### config.mk
export PLATFORM = sky130hd
export DESIGN_NAME = load_store_unit
export DESIGN_NICKNAME = d
export VERILOG_FILES = /design/src/rtl/lsu_pkg.sv /design/src/rtl/lsu_lane_align.sv /design/src/rtl/load_store_unit.sv
export SDC_FILE = /design/constraint.sdc
export NUM_CORES = 1
export LEC_CHECK = 0
export CELL_PAD_IN_SITES_DETAIL_PLACEMENT = 1
export CELL_PAD_IN_SITES_GLOBAL_PLACEMENT = 1
export CORE_UTILIZATION = 36
export CTS_BUF_LIST = sky130_fd_sc_hd__clkbuf_16
export DETAILED_ROUTE_END_ITERATION = 8
export GPL_TIMING_DRIVEN = 1
export PLACE_DENSITY = 0.89
export SYNTH_ARGS = -nofsm -noshare
export SYNTH_HDL_FRONTEND = slang
export SYNTH_HIERARCHICAL = 1
export SYNTH_SLANG_ARGS = --single-unit
export TNS_END_PERCENT = 20
### constraint.sdc
create_clock -name clk -period 2.9 [get_ports clk]
set_input_delay 0.29 -clock clk [delete_from_list [all_inputs] [get_ports clk]]
set_output_delay 0.29 -clock clk [all_outputs]
set_load 0.005 [all_outputs]
### src/rtl/lsu_pkg.sv
// Shared definitions for the load/store unit.
//   - Size encodings carried on req_size.
//   - FSM state enum used by load_store_unit.
//   - is_misaligned(): flags accesses whose address is not aligned to the access size.
package lsu_pkg;

    localparam logic [1:0] SZ_BYTE = 2'd0;
    localparam logic [1:0] SZ_HALF = 2'd1;
    localparam logic [1:0] SZ_WORD = 2'd2;
    localparam logic [1:0] SZ_RSVD = 2'd3;

    typedef enum logic [2:0] {
        StIdle,
        StRd,
        StWr,
        StRmwRd,
        StRmwWr,
        StResp
    } lsu_state_e;

    function automatic logic is_misaligned(input logic [1:0] size, input logic [1:0] addr_lo);
        logic mis;
        mis = 1'b0;
        unique case (size)
            SZ_HALF: mis = addr_lo[0];
            SZ_WORD: mis = (addr_lo != 2'b00);
            default: mis = 1'b0;
        endcase
        return mis;
    endfunction

endpackage

### src/rtl/lsu_lane_align.sv
// Combinational lane steering for the load/store unit (little-endian lanes).
// Ports:
//   size      in  2   access size (lsu_pkg SZ_* encoding)
//   sign_ext  in  1   sign-extend sub-word loads
//   lane      in  2   low address bits; byte lane = lane, halfword lane = lane[1]
//   rdata     in  32  word read from memory
//   wdata     in  32  store data, sub-word data right-justified
//   load_data out 32  extracted and extended load result
//   merged    out 32  rdata with the selected lane(s) replaced by wdata
module lsu_lane_align
    import lsu_pkg::*;
(
    input  logic [1:0]  size,
    input  logic        sign_ext,
    input  logic [1:0]  lane,
    input  logic [31:0] rdata,
    input  logic [31:0] wdata,
    output logic [31:0] load_data,
    output logic [31:0] merged
);

    logic [7:0]  byte_val;
    logic [15:0] half_val;

    always_comb begin
        byte_val  = rdata[{lane, 3'b000} +: 8];
        half_val  = lane[1] ? rdata[31:16] : rdata[15:0];
        load_data = rdata;
        merged    = rdata;
        unique case (size)
            SZ_BYTE: begin
                load_data = {{24{sign_ext & byte_val[7]}}, byte_val};
                merged[{lane, 3'b000} +: 8] = wdata[7:0];
            end
            SZ_HALF: begin
                load_data = {{16{sign_ext & half_val[15]}}, half_val};
                if (lane[1]) begin
                    merged[31:16] = wdata[15:0];
                end else begin
                    merged[15:0] = wdata[15:0];
                end
            end
            default: begin
                // Word (and the reserved size, which never reaches memory): whole word.
                load_data = rdata;
                merged    = wdata;
            end
        endcase
    end

endmodule

### src/rtl/load_store_unit.sv
// Load/store unit between the CPU execute stage and memory_controller.
// Accepts one request per handshake, issues word-aligned read/write strobes, performs
// read-modify-write for sub-word stores, and returns a one-cycle response.
// Optional feature macro: LSU_MISALIGN_TRAP_EN -- when defined, misaligned halfword/word
// accesses fault; when undefined, low address bits are truncated and only size 3 faults.
// Ports:
//   clk, rst                 clock, synchronous active-low reset
//   req_valid/req_ready      request handshake (ready only in idle)
//   req_write/size/signed    access type, size, sub-word load sign extension
//   req_addr, req_wdata      byte address, right-justified store data
//   rsp_valid/rdata/error    one-cycle response; rdata is 0 for stores and on error
//   mem_read/mem_write       strobes to memory_controller (never both high)
//   mem_addr, mem_wdata      word address and full merged write word
//   mem_rdata, mem_error     controller read data and error
module load_store_unit
    import lsu_pkg::*;
#(
    parameter int unsigned READ_LATENCY = 1
) (
    input  logic        clk,
    input  logic        rst,
    input  logic        req_valid,
    output logic        req_ready,
    input  logic        req_write,
    input  logic [1:0]  req_size,
    input  logic        req_signed,
    input  logic [31:0] req_addr,
    input  logic [31:0] req_wdata,
    output logic        rsp_valid,
    output logic [31:0] rsp_rdata,
    output logic        rsp_error,
    output logic        mem_read,
    output logic        mem_write,
    output logic [31:0] mem_addr,
    output logic [31:0] mem_wdata,
    input  logic [31:0] mem_rdata,
    input  logic        mem_error
);

    localparam logic [1:0] LastCnt = 2'(READ_LATENCY);

    lsu_state_e  state_q, state_d;
    logic [1:0]  cnt_q, cnt_d;
    logic        write_q;
    logic [1:0]  size_q;
    logic        signed_q;
    logic [1:0]  lane_q;
    logic [31:0] store_q;
    logic [31:0] addr_q;
    logic [31:0] wdata_q;
    logic [31:0] rdata_q;
    logic        err_q;

    logic        accept;
    logic        req_fault;
    logic        read_last;
    logic [31:0] load_data;
    logic [31:0] merged;

`ifdef LSU_MISALIGN_TRAP_EN
    assign req_fault = (req_size == SZ_RSVD) || is_misaligned(req_size, req_addr[1:0]);
`else
    assign req_fault = (req_size == SZ_RSVD);
`endif

    assign req_ready = (state_q == StIdle) && rst;
    assign accept    = req_valid && req_ready;
    assign read_last = (cnt_q == LastCnt);

    lsu_lane_align u_lane_align (
        .size      (size_q),
        .sign_ext  (signed_q),
        .lane      (lane_q),
        .rdata     (mem_rdata),
        .wdata     (store_q),
        .load_data (load_data),
        .merged    (merged)
    );

    always_ff @(posedge clk) begin
        if (!rst) begin
            state_q <= StIdle;
            cnt_q   <= 2'd0;
        end else begin
            state_q <= state_d;
            cnt_q   <= cnt_d;
        end
    end

    always_comb begin
        state_d = state_q;
        cnt_d   = cnt_q;
        unique case (state_q)
            StIdle: begin
                cnt_d = 2'd0;
                if (accept) begin
                    if (req_fault) begin
                        state_d = StResp;
                    end else if (!req_write) begin
                        state_d = StRd;
                    end else if (req_size == SZ_WORD) begin
                        state_d = StWr;
                    end else begin
                        state_d = StRmwRd;
                    end
                end
            end
            StRd: begin
                if (read_last) begin
                    state_d = StResp;
                end else begin
                    cnt_d = cnt_q + 2'd1;
                end
            end
            StRmwRd: begin
                if (read_last) begin
                    state_d = mem_error ? StResp : StRmwWr;
                end else begin
                    cnt_d = cnt_q + 2'd1;
                end
            end
            StWr, StRmwWr: state_d = StResp;
            StResp:        state_d = StIdle;
            default:       state_d = StIdle;
        endcase
    end

    // Request latches and the address/data registers that drive the memory side.
    always_ff @(posedge clk) begin
        if (!rst) begin
            write_q  <= 1'b0;
            size_q   <= SZ_BYTE;
            signed_q <= 1'b0;
            lane_q   <= 2'b00;
            store_q  <= 32'd0;
            addr_q   <= 32'd0;
            wdata_q  <= 32'd0;
            rdata_q  <= 32'd0;
            err_q    <= 1'b0;
        end else begin
            if (accept) begin
                write_q  <= req_write;
                size_q   <= req_size;
                signed_q <= req_signed;
                lane_q   <= req_addr[1:0];
                store_q  <= req_wdata;
                addr_q   <= {req_addr[31:2], 2'b00};
                wdata_q  <= (req_write && req_size == SZ_WORD) ? req_wdata : 32'd0;
                rdata_q  <= 32'd0;
                err_q    <= req_fault;
            end
            if (state_q == StRd && read_last) begin
                rdata_q <= load_data;
                err_q   <= mem_error;
            end
            // Merged word is captured as the read strobe drops, so mem_wdata never
            // changes while a strobe is high.
            if (state_q == StRmwRd && read_last) begin
                wdata_q <= merged;
                err_q   <= mem_error;
            end
            if (state_q == StWr || state_q == StRmwWr) begin
                err_q <= mem_error;
            end
        end
    end

    assign mem_read  = (state_q == StRd) || (state_q == StRmwRd);
    assign mem_write = (state_q == StWr) || (state_q == StRmwWr);
    assign mem_addr  = addr_q;
    assign mem_wdata = wdata_q;
    assign rsp_valid = (state_q == StResp);
    assign rsp_error = rsp_valid && err_q;
    assign rsp_rdata = (rsp_valid && !err_q && !write_q) ? rdata_q : 32'd0;

endmodule

# [Yosys cells after proc, flatten, opt, wreduce, memory -nomap -nowiden]
# Cells that the tools add are included.
[word_totals] wordCells=79 reg_bits=138
[op_classes] n_reduce_logical=22 addsub=2 mux=26 eq_ne=13 shift=3 bitwise_logic=2
[ops] op="32-bit two-way mux" count=6
[ops] op="32-bit case mux with 2 select lines" count=2
[ops] op="16-bit two-way mux" count=3
[ops] op="32-bit bitwise mux" count=1
[ops] op="8-bit by 7-bit variable shift with 32-bit output (first input constant)" count=1
[ops] op="32-bit by 6-bit variable part select with 8-bit output" count=1
[ops] op="8-bit by 7-bit variable part select with 32-bit output" count=1
[ops] op="3-bit two-way mux" count=4
[ops] op="3-bit case mux with 4 select lines" count=1
[ops] op="1-bit logical AND" count=8
[ops] op="2-bit != test (second input constant)" count=4
[ops] op="5-bit negator with 7-bit output" count=1
[ops] op="3-bit by 2-bit == test with 1-bit output (second input constant)" count=2
[ops] op="3-bit == test (second input constant)" count=2
[ops] op="1-bit two-way mux" count=6
[ops] op="2-bit nonzero test" count=3
[ops] op="2-bit by 1-bit == test with 1-bit output (second input constant)" count=2
[ops] op="2-bit == test (second input constant)" count=2
[ops] op="2-bit two-way mux" count=2
[ops] op="2-bit case mux with 2 select lines" count=1
[ops] op="4-bit nonzero test" count=1
[ops] op="2-bit OR reduction" count=2
[ops] op="3-bit by 1-bit == test with 1-bit output (second input constant)" count=1
[ops] op="3-bit logical NOT" count=1
[ops] op="7 further kinds" count=10

# [Logic depth before layout (Yosys ltp)]
[depth] depth_word=7 ltp_mapped=10

# [Modules after synthesis]
# The synthesis kept the hierarchy.
[modules_own_cells] mod="load_store_unit" area_each_um2=6130.9 instances=1 cells_per_inst=733 seq_area_each_um2=2762.6
[modules_own_cells] mod="lsu_lane_align" area_each_um2=1526.5 instances=1 cells_per_inst=234 seq_area_each_um2=0.0

# [Worst setup path before layout]
# OpenSTA, ideal clock, no wires.
[synth_path] kind="flip-flop to flip-flop" from="register lane_q[1]" to="register wdata_q[20] (netlist: mem_wdata[20])" n_path_buf=2 arrival_ps=2042 setup_time_ps=74 path_stages_with_launch=11 path_slack_ps=783 path_cell_list="dfxtp_1 buf_2 buf_4 inv_1 ha_1 nand2b_1 nor3b_2 nand2_1 a32oi_1 o21ai_0 a31oi_1"
[synth_between] elab_chain_len=5 word_cells_on_any_way=7 cone_classes="add/sub (1); shift (2); mux (4)"
[synth_lines] item="start, declared" line_no="load_store_unit.sv:47" rtl="logic [1:0] lane_q;"
[synth_lines] item="start signal, assigned" line_no="load_store_unit.sv:145" rtl="lane_q <= req_addr[1:0];"
[synth_lines] item="5-bit negator with 7-bit output" line_no="lsu_lane_align.sv:33" rtl="merged[{lane, 3'b000} +: 8] = wdata[7:0];"
[synth_lines] item="8-bit by 7-bit variable part select with 32-bit output / 8-bit by 7-bit variable shift with 32-bit output (equally long branches)" line_no="lsu_lane_align.sv:33"
[synth_lines] item="32-bit bitwise mux" line_no="lsu_lane_align.sv:33"
[synth_lines] item="32-bit case mux with 2 select lines (*)" line_no="lsu_lane_align.sv:30" rtl="unique case (size)"
[synth_lines] item="net merged[20]" line_no="load_store_unit.sv:58" rtl="logic [31:0] merged;"
[synth_lines] item="32-bit two-way mux (*)" line_no="load_store_unit.sv:158" rtl="if (state_q == StRmwRd && read_last) begin"
[synth_lines] item="end signal, assigned" line_no="load_store_unit.sv:148" rtl="wdata_q <= (req_write && req_size == SZ_WORD) ? req_wdata : 32'd0;"
[synth_lines] item="end signal, assigned" line_no="load_store_unit.sv:159" rtl="wdata_q <= merged;"
[synth_lines] item="end, declared" line_no="load_store_unit.sv:50" rtl="logic [31:0] wdata_q;"
# Mark *: on every way through the listed nets, which the timed path passes. The rest lies on a longest branch.
# A chain may end at the register's enable or synchronous reset.

# [Worst setup path after layout]
[layout_path] from="register state_q[2]" to="output rsp_rdata[4]"
[layout_between] elab_chain_len=4
[layout_lines] item="start, declared" line_no="load_store_unit.sv:42" rtl="lsu_state_e state_q, state_d;"
[layout_lines] item="start signal, assigned" line_no="load_store_unit.sv:82" rtl="state_q <= StIdle;"
[layout_lines] item="start signal, assigned" line_no="load_store_unit.sv:85" rtl="state_q <= state_d;"
[layout_lines] item="3-bit == test" line_no="load_store_unit.sv:172" rtl="assign rsp_valid = (state_q == StResp);"
[layout_lines] item="1-bit logical AND (2 in series)" line_no="load_store_unit.sv:174" rtl="assign rsp_rdata = (rsp_valid && !err_q && !write_q) ? rdata_q : 32'd0;"
[layout_lines] item="32-bit two-way mux" line_no="load_store_unit.sv:174"
[layout_lines] item="end, declared" line_no="load_store_unit.sv:30" rtl="output logic [31:0] rsp_rdata,"
# No other way between the ends.

==> run metrics <==
outcome=finished, final reports clean; I/O Pins=205; vias in the first global route=8,141; Final Max Tran Viols=0; mean post-synth cell area=7.92 µm²; CTS buffer count=17; Via-to-Cell Ratio=5.92; number of synthesized register bits=138; gr usage total=25.9%; Setup crit end kind=primary output; end point of the critical path=rsp_rdata[4]; PortBufs=202; clk_lat worst skew=0.42 ns; total die area=0.0219 mm²; worst-path cell chain=and3b_1 -> nor3b_2 -> buf_4 -> and2_1 -> clkdlybuf4s50_1; pre-CTS WS=0.515 ns; Pwr per Cell Area=562 mW/mm²; post-layout min period=2.60 ns; Crit Path Class=flip-flop to primary output; RR Startpoint=size_q[0]; class of the tightest hold or removal check=primary input to flip-flop; Required @ worst endpoint=2.61 ns; CTS max path bufs=2; Ys Warns=6; placed cells=1,368; fin cells=1,400; asr flop ratio synth=0%; Starting Density=37.2%; Max Cap Violations=0; Slew HR=47.9%; Worst path max stage delay=0.54 ns; CTS tree=built; Reg2Reg Setup Slack=0.53 ns; Routed Wire Length=28,600 µm; RSZ-0062 raised after global routing=no; startpoint types=flip-flop; Syn Inst Count=967; Overflow after GRT=0; CP Max Fanout=32; Routed WL per cell=20.4 µm; # fillers=2,455; initial antenna violation count=0; path depth of the worst reg2reg path=6; Primary FF master, synth=dfxtp_1; synthesized area=0.00766 mm²; Ant. Diodes=0; fin crit share=89.6%; Slowest cell on crit path=dfxtp_2; GP Congestion=0.963; first-pass GRT wire length=45,000 µm; Setup violations, final=0; Fin Clk Skew=0.00767 ns; Area growth syn-to-layout=35.2%; share of cells above drive strength 1=12.3%; Root Driver=clkbuf_16; crit path from=state_q[2]; Post-synth EDFFs=0; Worst Slack Setup Final=0.301 ns; H-tree level count=4; Detail Route Antenna Nets=0; sequential element share of the synthesized area=36.1%; Detailed Routing Iterations Pass 1=5; Detail Placement HPWL=20,000 µm; Die X=148 µm; P_leak=0.00345 µW; setup_tns=0 ns; DR iter-0 viols=589; post-CTS setup buffer count=0; # rows=52; Max Freq=385 MHz; CP Data Arrival Time=2.31 ns; Core ar.=0.0206 mm²; synth unique cells=60; Hold Fails Final Rpt=0; DRC=0; reg-to-reg endpoint=mem_wdata[15]; detailed-route via count=8,289; Worst-path clk slew=0.06 ns; Slew @ Worst Pin=0.778 ns; Clock Sinks=138; largest net degree at the start of global routing=74; Min-Delay Path Depth=3; NumNets Final=1,227; Die Ht=148 µm; VDD IR max=0.448 mV
==> synth_stat cells (5+ instances only) <==
cell | count | area, µm²
nand2_1 | 165 | 619
dfxtp_1 | 138 | 2760
o21ai_0 | 135 | 676
nand3_1 | 70 | 350
a21oi_1 | 46 | 230
clkbuf_1 | 45 | 169
and2_1 | 38 | 238
buf_2 | 34 | 170
nand4_1 | 34 | 213
a31oi_1 | 33 | 206
o211ai_2 | 28 | 350
o21ai_2 | 20 | 175
a221o_1 | 16 | 160
inv_1 | 14 | 52.6
a21oi_2 | 10 | 87.6
a22o_1 | 10 | 87.6
nor2_1 | 10 | 37.5
buf_6 | 8 | 90.1
a221oi_1 | 7 | 61.3
a222oi_1 | 7 | 70.1
a2bb2oi_1 | 7 | 61.3
mux2_2 | 7 | 78.8
ha_1 | 6 | 75.1
mux2i_1 | 6 | 60.1
nand2b_1 | 6 | 37.5
nor2b_1 | 6 | 37.5
a22oi_1 | 5 | 37.5
==> critical path, delay by kind of cell, from the launching register on <==
kind                   cells  cell delay (ns)
flip-flops                 1             0.54
buffers and inverters      2             0.75
AND/OR/NAND/NOR            3             0.58
==> layout make-up <==
| cell class | count | area, µm² | share of cell area [%] |
|---|---|---|---|
| clock inverter | 15 | 135 | 1.30 |
| inverter | 15 | 56.3 | 0.544 |
| multi-input combinational | 714 | 4340 | 41.9 |
| timing repair buffer | 231 | 2300 | 22.2 |
| sequential | 138 | 2760 | 26.7 |
| clock buffer | 17 | 425 | 4.11 |
| tap | 270 | 338 | 3.26 |
==> placed cells by master (no fill, tap or decap), types with 3 or more instances in the layout <==
cell type and n:
o211ai_2 28, a221o_1 16, buf_4 24, clkinvlp_4 4, nand2b_1 6, nor2_1 10
a31oi_1 33, nand3_1 70, a21oi_1 46, clkdlybuf4s50_1 201, a22oi_1 5, and2_1 37
a222oi_1 7, o211ai_1 4, clkinv_1 5, nand4_1 34, a22o_1 10, ha_1 6
a221oi_1 7, a2bb2oi_1 7, a21oi_2 10, nand2_1 164, o21ai_0 135, mux2_2 7
buf_12 5, o21ai_2 20, dfxtp_1 137, nor2b_1 6, inv_1 15, clkbuf_16 17
mux2i_1 6, nor3_1 3
==> flip-flops by register name (all words and copies together) (netlist names) <==
| register | cells |
|---|---|
| write_q | 1 |
| store_q | 32 |
| lane_q | 2 |
| state_q | 3 |
| err_q | 1 |
| rdata_q | 32 |
| mem_wdata | 32 |
| size_q | 2 |
| mem_addr | 30 |
| signed_q | 1 |
| cnt_q | 2 |
==> worst min-delay path by stage <==
stage / start / endpoint
global placement: mem_addr[4] / mem_addr[4]
detailed placement: mem_addr[25] / mem_addr[25]
floorplan: req_addr[0] / lane_q[0]
finish: req_addr[16] / mem_addr[16]
global route: req_addr[19] / mem_addr[19]
CTS: req_addr[16] / mem_addr[16]
==> where the power goes <==
group | switching, µW | total (µW) | leakage (µW) | internal (µW)
sequential | 137 | 2170 | 0.00112 | 2030
clock | 847 | 2090 | 0.000264 | 1250
combinational | 930 | 1560 | 0.00206 | 627
total | 1910 | 5820 | 0.00345 | 3900
==> routing by layer <==
| layer | track usage [%] | wire length (µm) | vias to the layer above |
|---|---|---|---|
| met5 | 0 | 0 | - |
| met4 | 9.18 | 617 | 0 |
| met3 | 6.54 | 2460 | 48 |
| met2 | 42.3 | 13300 | 375 |
| met1 | 33.1 | 12300 | 4056 |
| li1 | - | - | 3810 |
==> kinds of logic (layout without fill, tap and decap cells) <==
kind of cell | Yosys count | after routing | share of synthesized area (%)
AO/OA/AOI/OAI | 341 | 341 | 30.7
XOR/XNOR | 1 | 1 | 0.114
adder cells (fa/ha/maj) | 6 | 6 | 0.980
buffers and inverters | 116 | 278 | 7.71
flip-flops | 138 | 138 | 36.1
multiplexers | 13 | 13 | 1.81
other | 1 | 2 | 0.0490
AND/OR/NAND/NOR | 351 | 351 | 22.6
==> timing repair <==
action | CTS | global route
hold buffers | 0 | 0
setup endpoints to repair | 0 | 32
gates resized for setup | 0 | 1
==> metrics by stage <==
stage               instance area, µm²  util, %  hold slack (ns)  total power, µW
floorplan                         7660        -            0.420             3110
global placement                  9790     47.6            0.443             3680
detailed placement                9790     47.6            0.450             3720
CTS                              10400     50.4            0.414             5820
global route                     10400     50.4            0.433             6040
finish                           10400     50.4            0.427             5820
Note: power is estimated with default switching activity, not from simulation.
